File: config.mk
export PLATFORM = sky130hd
export DESIGN_NAME = alu_seq_driver
export DESIGN_NICKNAME = d
export VERILOG_FILES = /design/src/rtl/alu_seq_pkg.sv /design/src/rtl/alu_seq_fifo.sv /design/src/rtl/alu_seq_driver.sv
export SDC_FILE = /design/constraint.sdc
export NUM_CORES = 1
export LEC_CHECK = 0
export BUFFER_PORTS_ARGS = -buffer_cell sky130_fd_sc_hd__buf_2
export CAP_MARGIN = 20
export CORE_ASPECT_RATIO = 1.75
export CORE_MARGIN = 4
export CORE_UTILIZATION = 56
export DETAILED_ROUTE_END_ITERATION = 10
export GPL_TIMING_DRIVEN = 0
export HOLD_SLACK_MARGIN = 0.02
export PLACE_DENSITY_LB_ADDON = 0.3
export SYNTH_ARGS = -nofsm -noshare
export SYNTH_HDL_FRONTEND = slang
export SYNTH_SLANG_ARGS = --single-unit
export TNS_END_PERCENT = 1
File: constraint.sdc
create_clock -name clk -period 2.38 [get_ports clk]
set_input_delay 0.238 -clock clk [delete_from_list [all_inputs] [get_ports clk]]
set_output_delay 0.238 -clock clk [all_outputs]
set_load 0.05 [all_outputs]
File: src/rtl/alu_seq_pkg.sv
// Shared types and constants for the ALU command sequencer.
// Latency: n/a (declarations only).
// Backpressure: n/a.
package alu_seq_pkg;

    localparam int DEF_OPW = 3;
    localparam int DEF_DW  = 5;
    localparam int DEF_RW  = 9;

    typedef enum logic [1:0] {
        S_IDLE  = 2'd0,
        S_ISSUE = 2'd1,
        S_WAIT  = 2'd2,
        S_RESP  = 2'd3
    } state_t;

    // Command word at the default widths: 13 bits.
    typedef struct packed {
        logic [DEF_OPW-1:0] op;
        logic [DEF_DW-1:0]  a;
        logic [DEF_DW-1:0]  b;
    } cmd_t;

endpackage

File: src/rtl/alu_seq_fifo.sv
// Command FIFO: DEPTH entries, push/pop with full/empty/count.
// Latency: pushed data is visible at the head on the cycle after the push edge.
// Backpressure: push ignored when full, pop ignored when empty; full is registered.
module alu_seq_fifo #(
    parameter int DEPTH = 4,
    parameter int W     = 13
) (
    input  logic                       clk,
    input  logic                       rst,
    input  logic                       push,
    input  logic [W-1:0]               push_dat,
    input  logic                       pop,
    output logic [W-1:0]               pop_dat,
    output logic                       full,
    output logic                       empty,
    output logic [$clog2(DEPTH):0]     count
);
    localparam int AW   = $clog2(DEPTH);
    localparam int CNTW = AW + 1;

    logic [W-1:0]    mem_q [DEPTH];
    logic [AW-1:0]   wr_ptr_q, wr_ptr_d;
    logic [AW-1:0]   rd_ptr_q, rd_ptr_d;
    logic [CNTW-1:0] count_q, count_d;
    logic            push_en, pop_en;

    assign full    = (count_q == CNTW'(DEPTH));
    assign empty   = (count_q == '0);
    assign count   = count_q;
    assign pop_dat = mem_q[rd_ptr_q];
    assign push_en = push && !full;
    assign pop_en  = pop && !empty;

    // Next pointers and occupancy; power-of-two depth makes the pointers wrap naturally.
    always_comb begin
        wr_ptr_d = wr_ptr_q + AW'(push_en);
        rd_ptr_d = rd_ptr_q + AW'(pop_en);
        count_d  = count_q + CNTW'(push_en) - CNTW'(pop_en);
    end

    // Pointer and count state; contents are discarded on reset by clearing these.
    always_ff @(posedge clk or posedge rst) begin
        if (rst) begin
            wr_ptr_q <= '0;
            rd_ptr_q <= '0;
            count_q  <= '0;
        end else begin
            wr_ptr_q <= wr_ptr_d;
            rd_ptr_q <= rd_ptr_d;
            count_q  <= count_d;
        end
    end

    // Storage array, written at the tail on an accepted push.
    always_ff @(posedge clk) begin
        if (push_en) begin
            mem_q[wr_ptr_q] <= push_dat;
        end
    end

endmodule

File: src/rtl/alu_seq_driver.sv
// Buffers ALU commands, drives the registered ALU, returns each result (ALU_SEQ_STATS_EN adds counters).
// Latency: rsp_valid rises on the 4th edge counting the accepting one (push, pop, ALU reg, capture).
// Backpressure: cmd_ready low while FIFO full; response held stable until rsp_ready.
module alu_seq_driver
    import alu_seq_pkg::*;
#(
    parameter int DEPTH = 4,
    parameter int OPW   = DEF_OPW,
    parameter int DW    = DEF_DW,
    parameter int RW    = DEF_RW
) (
    input  logic           clk,
    input  logic           rst,
    input  logic           cmd_valid,
    output logic           cmd_ready,
    input  logic [OPW-1:0] cmd_op,
    input  logic [DW-1:0]  cmd_a,
    input  logic [DW-1:0]  cmd_b,
    output logic [OPW-1:0] alu_op,
    output logic [DW-1:0]  alu_in1,
    output logic [DW-1:0]  alu_in2,
    input  logic [RW-1:0]  alu_result,
    output logic           rsp_valid,
    input  logic           rsp_ready,
    output logic [RW-1:0]  rsp_data,
    output logic [OPW-1:0] rsp_op,
    output logic           busy
`ifdef ALU_SEQ_STATS_EN
    ,
    output logic [15:0]    stat_issued,
    output logic [15:0]    stat_stall
`endif
);
    typedef struct packed {
        logic [OPW-1:0] op;
        logic [DW-1:0]  a;
        logic [DW-1:0]  b;
    } cmd_w_t;

    localparam int CW = OPW + 2 * DW;

    cmd_w_t                 push_cmd, head_cmd;
    logic                   fifo_full, fifo_empty, fifo_push, pop;
    logic [$clog2(DEPTH):0] fifo_count;

    state_t         state_q, state_d;
    logic [OPW-1:0] alu_op_q, alu_op_d;
    logic [DW-1:0]  alu_in1_q, alu_in1_d;
    logic [DW-1:0]  alu_in2_q, alu_in2_d;
    logic           rsp_valid_q, rsp_valid_d;
    logic [RW-1:0]  rsp_data_q, rsp_data_d;
    logic [OPW-1:0] rsp_op_q, rsp_op_d;

    assign push_cmd  = '{op: cmd_op, a: cmd_a, b: cmd_b};
    assign cmd_ready = !fifo_full;
    assign fifo_push = cmd_valid && cmd_ready;

    alu_seq_fifo #(.DEPTH(DEPTH), .W(CW)) u_fifo (
        .clk      (clk),
        .rst      (rst),
        .push     (fifo_push),
        .push_dat (push_cmd),
        .pop      (pop),
        .pop_dat  (head_cmd),
        .full     (fifo_full),
        .empty    (fifo_empty),
        .count    (fifo_count)
    );

    assign alu_op    = alu_op_q;
    assign alu_in1   = alu_in1_q;
    assign alu_in2   = alu_in2_q;
    assign rsp_valid = rsp_valid_q;
    assign rsp_data  = rsp_data_q;
    assign rsp_op    = rsp_op_q;
    assign busy      = (state_q != S_IDLE) || (fifo_count != '0);

    // Sequencer: pop and drive the ALU, wait one cycle for its register, capture, hold until taken.
    always_comb begin
        state_d     = state_q;
        alu_op_d    = alu_op_q;
        alu_in1_d   = alu_in1_q;
        alu_in2_d   = alu_in2_q;
        rsp_valid_d = rsp_valid_q;
        rsp_data_d  = rsp_data_q;
        rsp_op_d    = rsp_op_q;
        pop         = 1'b0;
        case (state_q)
            S_IDLE: begin
                if (!fifo_empty) begin
                    pop       = 1'b1;
                    alu_op_d  = head_cmd.op;
                    alu_in1_d = head_cmd.a;
                    alu_in2_d = head_cmd.b;
                    state_d   = S_ISSUE;
                end
            end
            S_ISSUE: state_d = S_WAIT;
            S_WAIT: begin
                rsp_data_d  = alu_result;
                rsp_op_d    = alu_op_q;
                rsp_valid_d = 1'b1;
                state_d     = S_RESP;
            end
            S_RESP: begin
                if (rsp_ready) begin
                    rsp_valid_d = 1'b0;
                    if (!fifo_empty) begin
                        pop       = 1'b1;
                        alu_op_d  = head_cmd.op;
                        alu_in1_d = head_cmd.a;
                        alu_in2_d = head_cmd.b;
                        state_d   = S_ISSUE;
                    end else begin
                        state_d   = S_IDLE;
                    end
                end
            end
            default: state_d = S_IDLE;
        endcase
    end

    // Sequencer state and registered outputs; reset drops any in-flight result.
    always_ff @(posedge clk or posedge rst) begin
        if (rst) begin
            state_q     <= S_IDLE;
            alu_op_q    <= '0;
            alu_in1_q   <= '0;
            alu_in2_q   <= '0;
            rsp_valid_q <= 1'b0;
            rsp_data_q  <= '0;
            rsp_op_q    <= '0;
        end else begin
            state_q     <= state_d;
            alu_op_q    <= alu_op_d;
            alu_in1_q   <= alu_in1_d;
            alu_in2_q   <= alu_in2_d;
            rsp_valid_q <= rsp_valid_d;
            rsp_data_q  <= rsp_data_d;
            rsp_op_q    <= rsp_op_d;
        end
    end

`ifdef ALU_SEQ_STATS_EN
    logic [15:0] stat_issued_q, stat_issued_d;
    logic [15:0] stat_stall_q, stat_stall_d;

    assign stat_issued = stat_issued_q;
    assign stat_stall  = stat_stall_q;

    // Saturating counters: commands popped, and cycles a held response waits on the consumer.
    always_comb begin
        stat_issued_d = stat_issued_q;
        stat_stall_d  = stat_stall_q;
        if (pop && (stat_issued_q != 16'hFFFF)) begin
            stat_issued_d = stat_issued_q + 16'd1;
        end
        if ((state_q == S_RESP) && !rsp_ready && (stat_stall_q != 16'hFFFF)) begin
            stat_stall_d = stat_stall_q + 16'd1;
        end
    end

    // Counter registers.
    always_ff @(posedge clk or posedge rst) begin
        if (rst) begin
            stat_issued_q <= '0;
            stat_stall_q  <= '0;
        end else begin
            stat_issued_q <= stat_issued_d;
            stat_stall_q  <= stat_stall_d;
        end
    end
`else
    // Statistics counters are not built in this configuration.
`endif

endmodule
# After elaboration in Yosys (flattened, before gate mapping)
# Memories as Yosys holds them, arrays and structs flattened.
# Index checks and enable logic that the tools add are counted.
[word_totals] regBits=35 mem_bits_rw=52 output_inout_bits=28 n_memories=1
[op_classes] n_addsub=4 n_eq_ne=6 mux=20 reduce_logical=15
[mem_list] memory="u_fifo.mem_q" depth=4 word_bits=13 rd=1 rd_clocked_by_memory_dff=0 write_ports=1 line_no="alu_seq_fifo.sv:21" rtl="logic [W-1:0] mem_q [DEPTH];"
[ops] op="$mux 5" n=4
[ops] op="$pmux 5 s2" n=2
[ops] op="$pmux 2 s4" n=1
[ops] op="$mux 1" n=6
[ops] op="$mux 3" n=2
[ops] op="$pmux 3 s2" n=1
[ops] op="$reduce_and 2->1" n=3
[ops] op="$reduce_bool 2->1" n=3
[ops] op="$add 2x1->2" n=2
[ops] op="$eq 2x2->1 const B" n=2
[ops] op="$mux 2" n=2
[ops] op="$ne 2x2->1 const B" n=2
[ops] op="$pmux 1 s2" n=2
[ops] op="$add 3x1->3" n=1
[ops] op="$eq 3x3->1 const B" n=1
[ops] op="$logic_and 1x1->1" n=3
[ops] op="$logic_not 3->1" n=1
[ops] op="$reduce_bool 3->1" n=1
[ops] op="$sub 3x1->3" n=1
[ops] op="$eq 2x1->1 const B" n=1
[ops] op="$logic_not 1->1" n=2
[ops] op="$logic_not 2->1" n=1
[ops] op="$logic_or 1x1->1" n=1

# Depth between registers and ports, before layout
[logic_depth] ltp_word=6 depth_mapped=10

# Modules after synthesis
# Synthesis repeated with hierarchy kept, for this count alone.
[hier_totals] cells_unflattened=181 hier_area_um2=3557.2
[by_module_without_submodules] mod="alu_seq_fifo" instances=1 cells_per_inst=100 area_each_um2=2308.5
[by_module_without_submodules] mod="alu_seq_driver" instances=1 cells_per_inst=81 area_each_um2=1248.7

# Least setup slack after synthesis
# No wires, ideal clock.
[synth_timing] kind="register -> register" start="reg u_fifo.count_q[2], in the netlist u_fifo.count[2]" end="mem u_fifo.mem_q[1][0], enable pin" setup_time_ns=0.402 arrival_ns=2.153 t_required_ns=1.978 slack_ns=-0.175 path_stages_with_launch=4 period_less_slack_ns=2.555 path_cell_list="dfrtp_1 -> or3b_1 -> nand2_1 -> nor3b_1"
[synth_via] elab_chain_cells=6
[synth_lines] item="start, declared" line_no="alu_seq_fifo.sv:24" rtl="logic [CNTW-1:0] count_q, count_d;"
[synth_lines] item="start signal, assigned" line_no="alu_seq_fifo.sv:50" rtl="count_q <= count_d;"
[synth_lines] item="$eq 3x3->1 (*)" line_no="alu_seq_fifo.sv:27" rtl="assign full = (count_q == CNTW'(DEPTH));"
[synth_lines] item="$logic_not 1->1 (*)" line_no="alu_seq_driver.sv:55" rtl="assign cmd_ready = !fifo_full;"
[synth_lines] item="named net cmd_ready" line_no="alu_seq_driver.sv:15" rtl="output logic cmd_ready,"
[synth_lines] item="$logic_and 1x1->1" line_no="alu_seq_driver.sv:56" rtl="assign fifo_push = cmd_valid && cmd_ready;"
[synth_lines] item="$logic_and 1x1->1 (*)" line_no="alu_seq_fifo.sv:31" rtl="assign push_en = push && !full;"
[synth_lines] item="$mux 1 (*)" line_no="alu_seq_fifo.sv:56" rtl="if (push_en) begin"
[synth_lines] item="$mux 1 (implied by the code) (*)" line_no="alu_seq_fifo.sv:57" rtl="mem_q[wr_ptr_q] <= push_dat;"
[synth_lines] item="end, declared" line_no="alu_seq_fifo.sv:21"
# Mark *: on every way through the listed nets, which the timed path passes. The rest lies on a longest branch.

# Worst setup path after layout
[layout_timing] start="reg state_q[1]" end="reg u_fifo.count_q[2], in the netlist u_fifo.count[2]"
[layout_via] elab_chain_cells=4
[layout_lines] item="start, declared" line_no="alu_seq_driver.sv:46" rtl="state_t state_q, state_d;"
[layout_lines] item="start signal, assigned" line_no="alu_seq_driver.sv:134" rtl="state_q <= state_d;"
[layout_lines] item="$eq 2x2->1 / $logic_not 2->1 (equally long branches)" line_no="alu_seq_driver.sv:88" rtl="case (state_q)"
[layout_lines] item="$pmux 1 s2 (*)" line_no="alu_seq_driver.sv:88"
[layout_lines] item="$logic_and 1x1->1 (*)" line_no="alu_seq_fifo.sv:32" rtl="assign pop_en = pop && !empty;"
[layout_lines] item="$sub 3x1->3 (*)" line_no="alu_seq_fifo.sv:38" rtl="count_d = count_q + CNTW'(push_en) - CNTW'(pop_en);"
[layout_lines] item="named net u_fifo.count_d[2]" line_no="alu_seq_fifo.sv:24"
# Marked as above.
# A chain may end at the register's enable or synchronous reset.

==> flow_summary.toml <==
[final_layout]
antennaDiodeCount = 0
fillers = 423
utilization = 0.6919
drive_gt1_frac = 0.5041
area_growth_pct = 19.51
multiInputGateArea_sq_um = 967.2
register_area_sq_mm = 0.002439
layout.nets = 276

[synthesis]
syn_area_per_cell_sq_um = 19.95
syn-cell-area_sq_mm = 0.003431
synth.yosys.seq_area_share = 0.7104
yosysWarnings = 0
synth_cell_type_count = 27
netlist.area_leader.share = 0.4551
synth-seq-cells = 87
synth_nets = 207
synth_top_cell_by_area = "edfxtp_1"
synthCells = 172
synth_area_leaders = "edfxtp_1 (46%), dfrtp_1 (26%), mux4_2 (6.6%)"

[floorplan]
start_util = 0.5790
die_h_microns = 111.5
die_x_microns = 67.17
core_sq_mm = 0.005926
dieArea_sq_mm = 0.007492
pin_count = 54
rows = 37

[clock_network]
worstSkewPairLatency_ns = 0.34
cts_buffers = 9
cts_root_buffer = "clkbuf_8"
cts_tree = "built"
clockBufferDepth = 2
htree_levels = 3
clk_pin_slew_worst_paths_ns = 0.08
cts_sinks = 87

[placement]
dp_hpwl_microns = 4030
io_buffers = 53
place_congestion = 0.7228
post-place-ws_ns = 0.02121

[timing]
drv_slew = 0
tightest_slew_ns = 0.8181
finalSetupViolations = 0
slew-limit-headroom = 0.4522
fmax_mhz = 446.1
grt_setup_unrepaired = "false"
hold_viol_final = 0
final.min_clock_period_ns = 2.241
finalHoldWorstSlack_ns = 0.1044
fin_worst_skew_ns = 0.006555
period_share = 0.9418
tns_ns = 0
finalWorstSetupSlack_ns = 0.1386

[route]
vias = 1716
wirelength_microns = 5441
via_per_inst = 5.296
drc = 0
ant_nets = 0
drt_iter0_markers = 61
drtPass1Iterations = 4
wire_per_inst_microns = 16.79

[min_path]
hold_path_startpoint = "cmd_b[1]"
hold_path.class = "primary input to flip-flop"
hold_path_depth = 1
min_to = "u_fifo.mem_q[1][1]"

[setup_path]
rr_endpoint = "u_fifo.count[2]"
worstPathRequired_ns = 2.61
reg2reg_depth = 9
cp.arrival_ns = 2.47
worstReg2RegStart = "state_q[1]"
end_kind = "flip-flop"
path_max_fanout = 5
r2r_setup_slack_ns = 0.14
startpoint_type = "flip-flop"
critPathKind = "flip-flop to flip-flop"

[global_route]
use_met3 = 0.03633
grt_pass1_wl_microns = 8970
antenna_found_initial = 0
use_met2 = 0.2786
grt_util_all_layers = 0.1641
grt-busiest-layer = "met2"
grt_pass1_vias = 1841
use_met1 = 0.2004
grt-ovfl-total = 0
grt_max_degree = 25

[run]
cap_violations = 0

[outcome]
status = "finished, final reports clean"
[through the flow]
step           cells  instance area, sq um
2_1_floorplan    172                  3431
3_3_place_gp     303                  3794
3_5_place_dp     307                  3870
4_1_cts          324                  4084
5_1_grt          324                  4100
6_report         324                  4100
[worst max path at each step]
stage / startpoint / end / slack [ns] / cells after the start
floorplan: u_fifo.count[2] / u_fifo.mem_q[1][0] / -0.18 / 3
global placement: u_fifo.count[2] / u_fifo.mem_q[1][9] / -0.53 / 3
detailed placement: state_q[1] / u_fifo.count[2] / 0.02 / 9
CTS: state_q[0] / u_fifo.count[2] / 0.08 / 9
global route: state_q[1] / u_fifo.count[2] / 0.02 / 9
finish: state_q[1] / u_fifo.count[2] / 0.14 / 9
[synthesized netlist by cell type]
library cell,instances
inv_1,9
or3b_1,1
nor3_4,2
a2bb2oi_1,1
buf_2,1
buf_1,1
ha_1,8
mux4_1,3
nor3_1,3
mux2_4,10
edfxtp_1,52
nor2_1,1
o31a_1,1
buf_6,1
nand2_1,2
nor2b_2,1
buf_4,1
a211oi_1,1
mux2_2,16
a21oi_1,4
mux4_2,10
xnor2_1,1
nor3b_1,2
xor2_1,3
dfrtp_1,35
fa_1,1
and3_1,1
[placed cells by master (no fill, tap or decap), types with 2 or more instances in the layout]
cell / instances
a21oi_1: 3
buf_2: 54
buf_6: 4
clkbuf_8: 10
clkinvlp_4: 2
dfrtp_1: 34
edfxtp_1: 52
ha_1: 6
ha_2: 2
inv_1: 8
inv_4: 2
mux2_2: 16
mux2_4: 10
mux4_1: 3
mux4_2: 10
nand2_1: 2
nor3_4: 3
nor3b_2: 2
xor2_1: 3
[area by class of cell]
| class | instances | area share |
|---|---|---|
| plain buffers | 4 | 0.006713 |
| clock buffers | 11 | 0.03967 |
| clock inverters | 5 | 0.008850 |
| inverters | 9 | 0.008239 |
| multi-input cells | 72 | 0.2359 |
| flip-flops and latches | 87 | 0.5948 |
| well taps | 78 | 0.02380 |
| repair buffers | 58 | 0.08209 |
[logic make-up (layout without fill, tap and decap cells)]
logic type / Yosys count / count (layout) / share of synthesized area
AO/OA/AOI/OAI: 7 / 7 / 0.01313
AND/OR/NAND/NOR: 13 / 13 / 0.02845
adder cells (fa/ha/maj): 9 / 9 / 0.03501
flip-flops: 87 / 87 / 0.7104
buffers and inverters: 13 / 87 / 0.01787
multiplexers: 39 / 39 / 0.1849
XOR/XNOR: 4 / 4 / 0.01021
[critical path, cell delays in order (launching register included)]
cell and delay, ns:
dfrtp_2 0.45, inv_1 0.09, ha_2 0.31, nor3_4 0.23
ha_1 0.15, inv_1 0.04, ha_1 0.20, fa_1 0.38
xor2_1 0.16, xnor2_1 0.13
[routing by layer]
layer	vias up	share of wire
li1	800	-
met1	856	0.37
met5	-	0
met3	8	0.056
met2	52	0.56
met4	0	0.013
[registers in the layout, indices dropped and copies added (netlist names), 2 cells and up]
register         flops
u_fifo.rd_ptr_q      2
rsp_data             9
alu_op               3
state_q              2
u_fifo.count         3
u_fifo.wr_ptr_q      2
rsp_op               3
u_fifo.mem_q        52
alu_in2              5
alu_in1              5
[repair_timing]
item	4_1_cts	5_1_grt
pin swaps	0	1
setup buffers	0	0
setup endpoints to repair	1	1
hold buffers	1	0
endpoints found under the hold margin	11	0
resized for setup	1	6
Power is not shown: default switching activity piles up to over one toggle a cycle in this logic, so the estimate is an artifact.
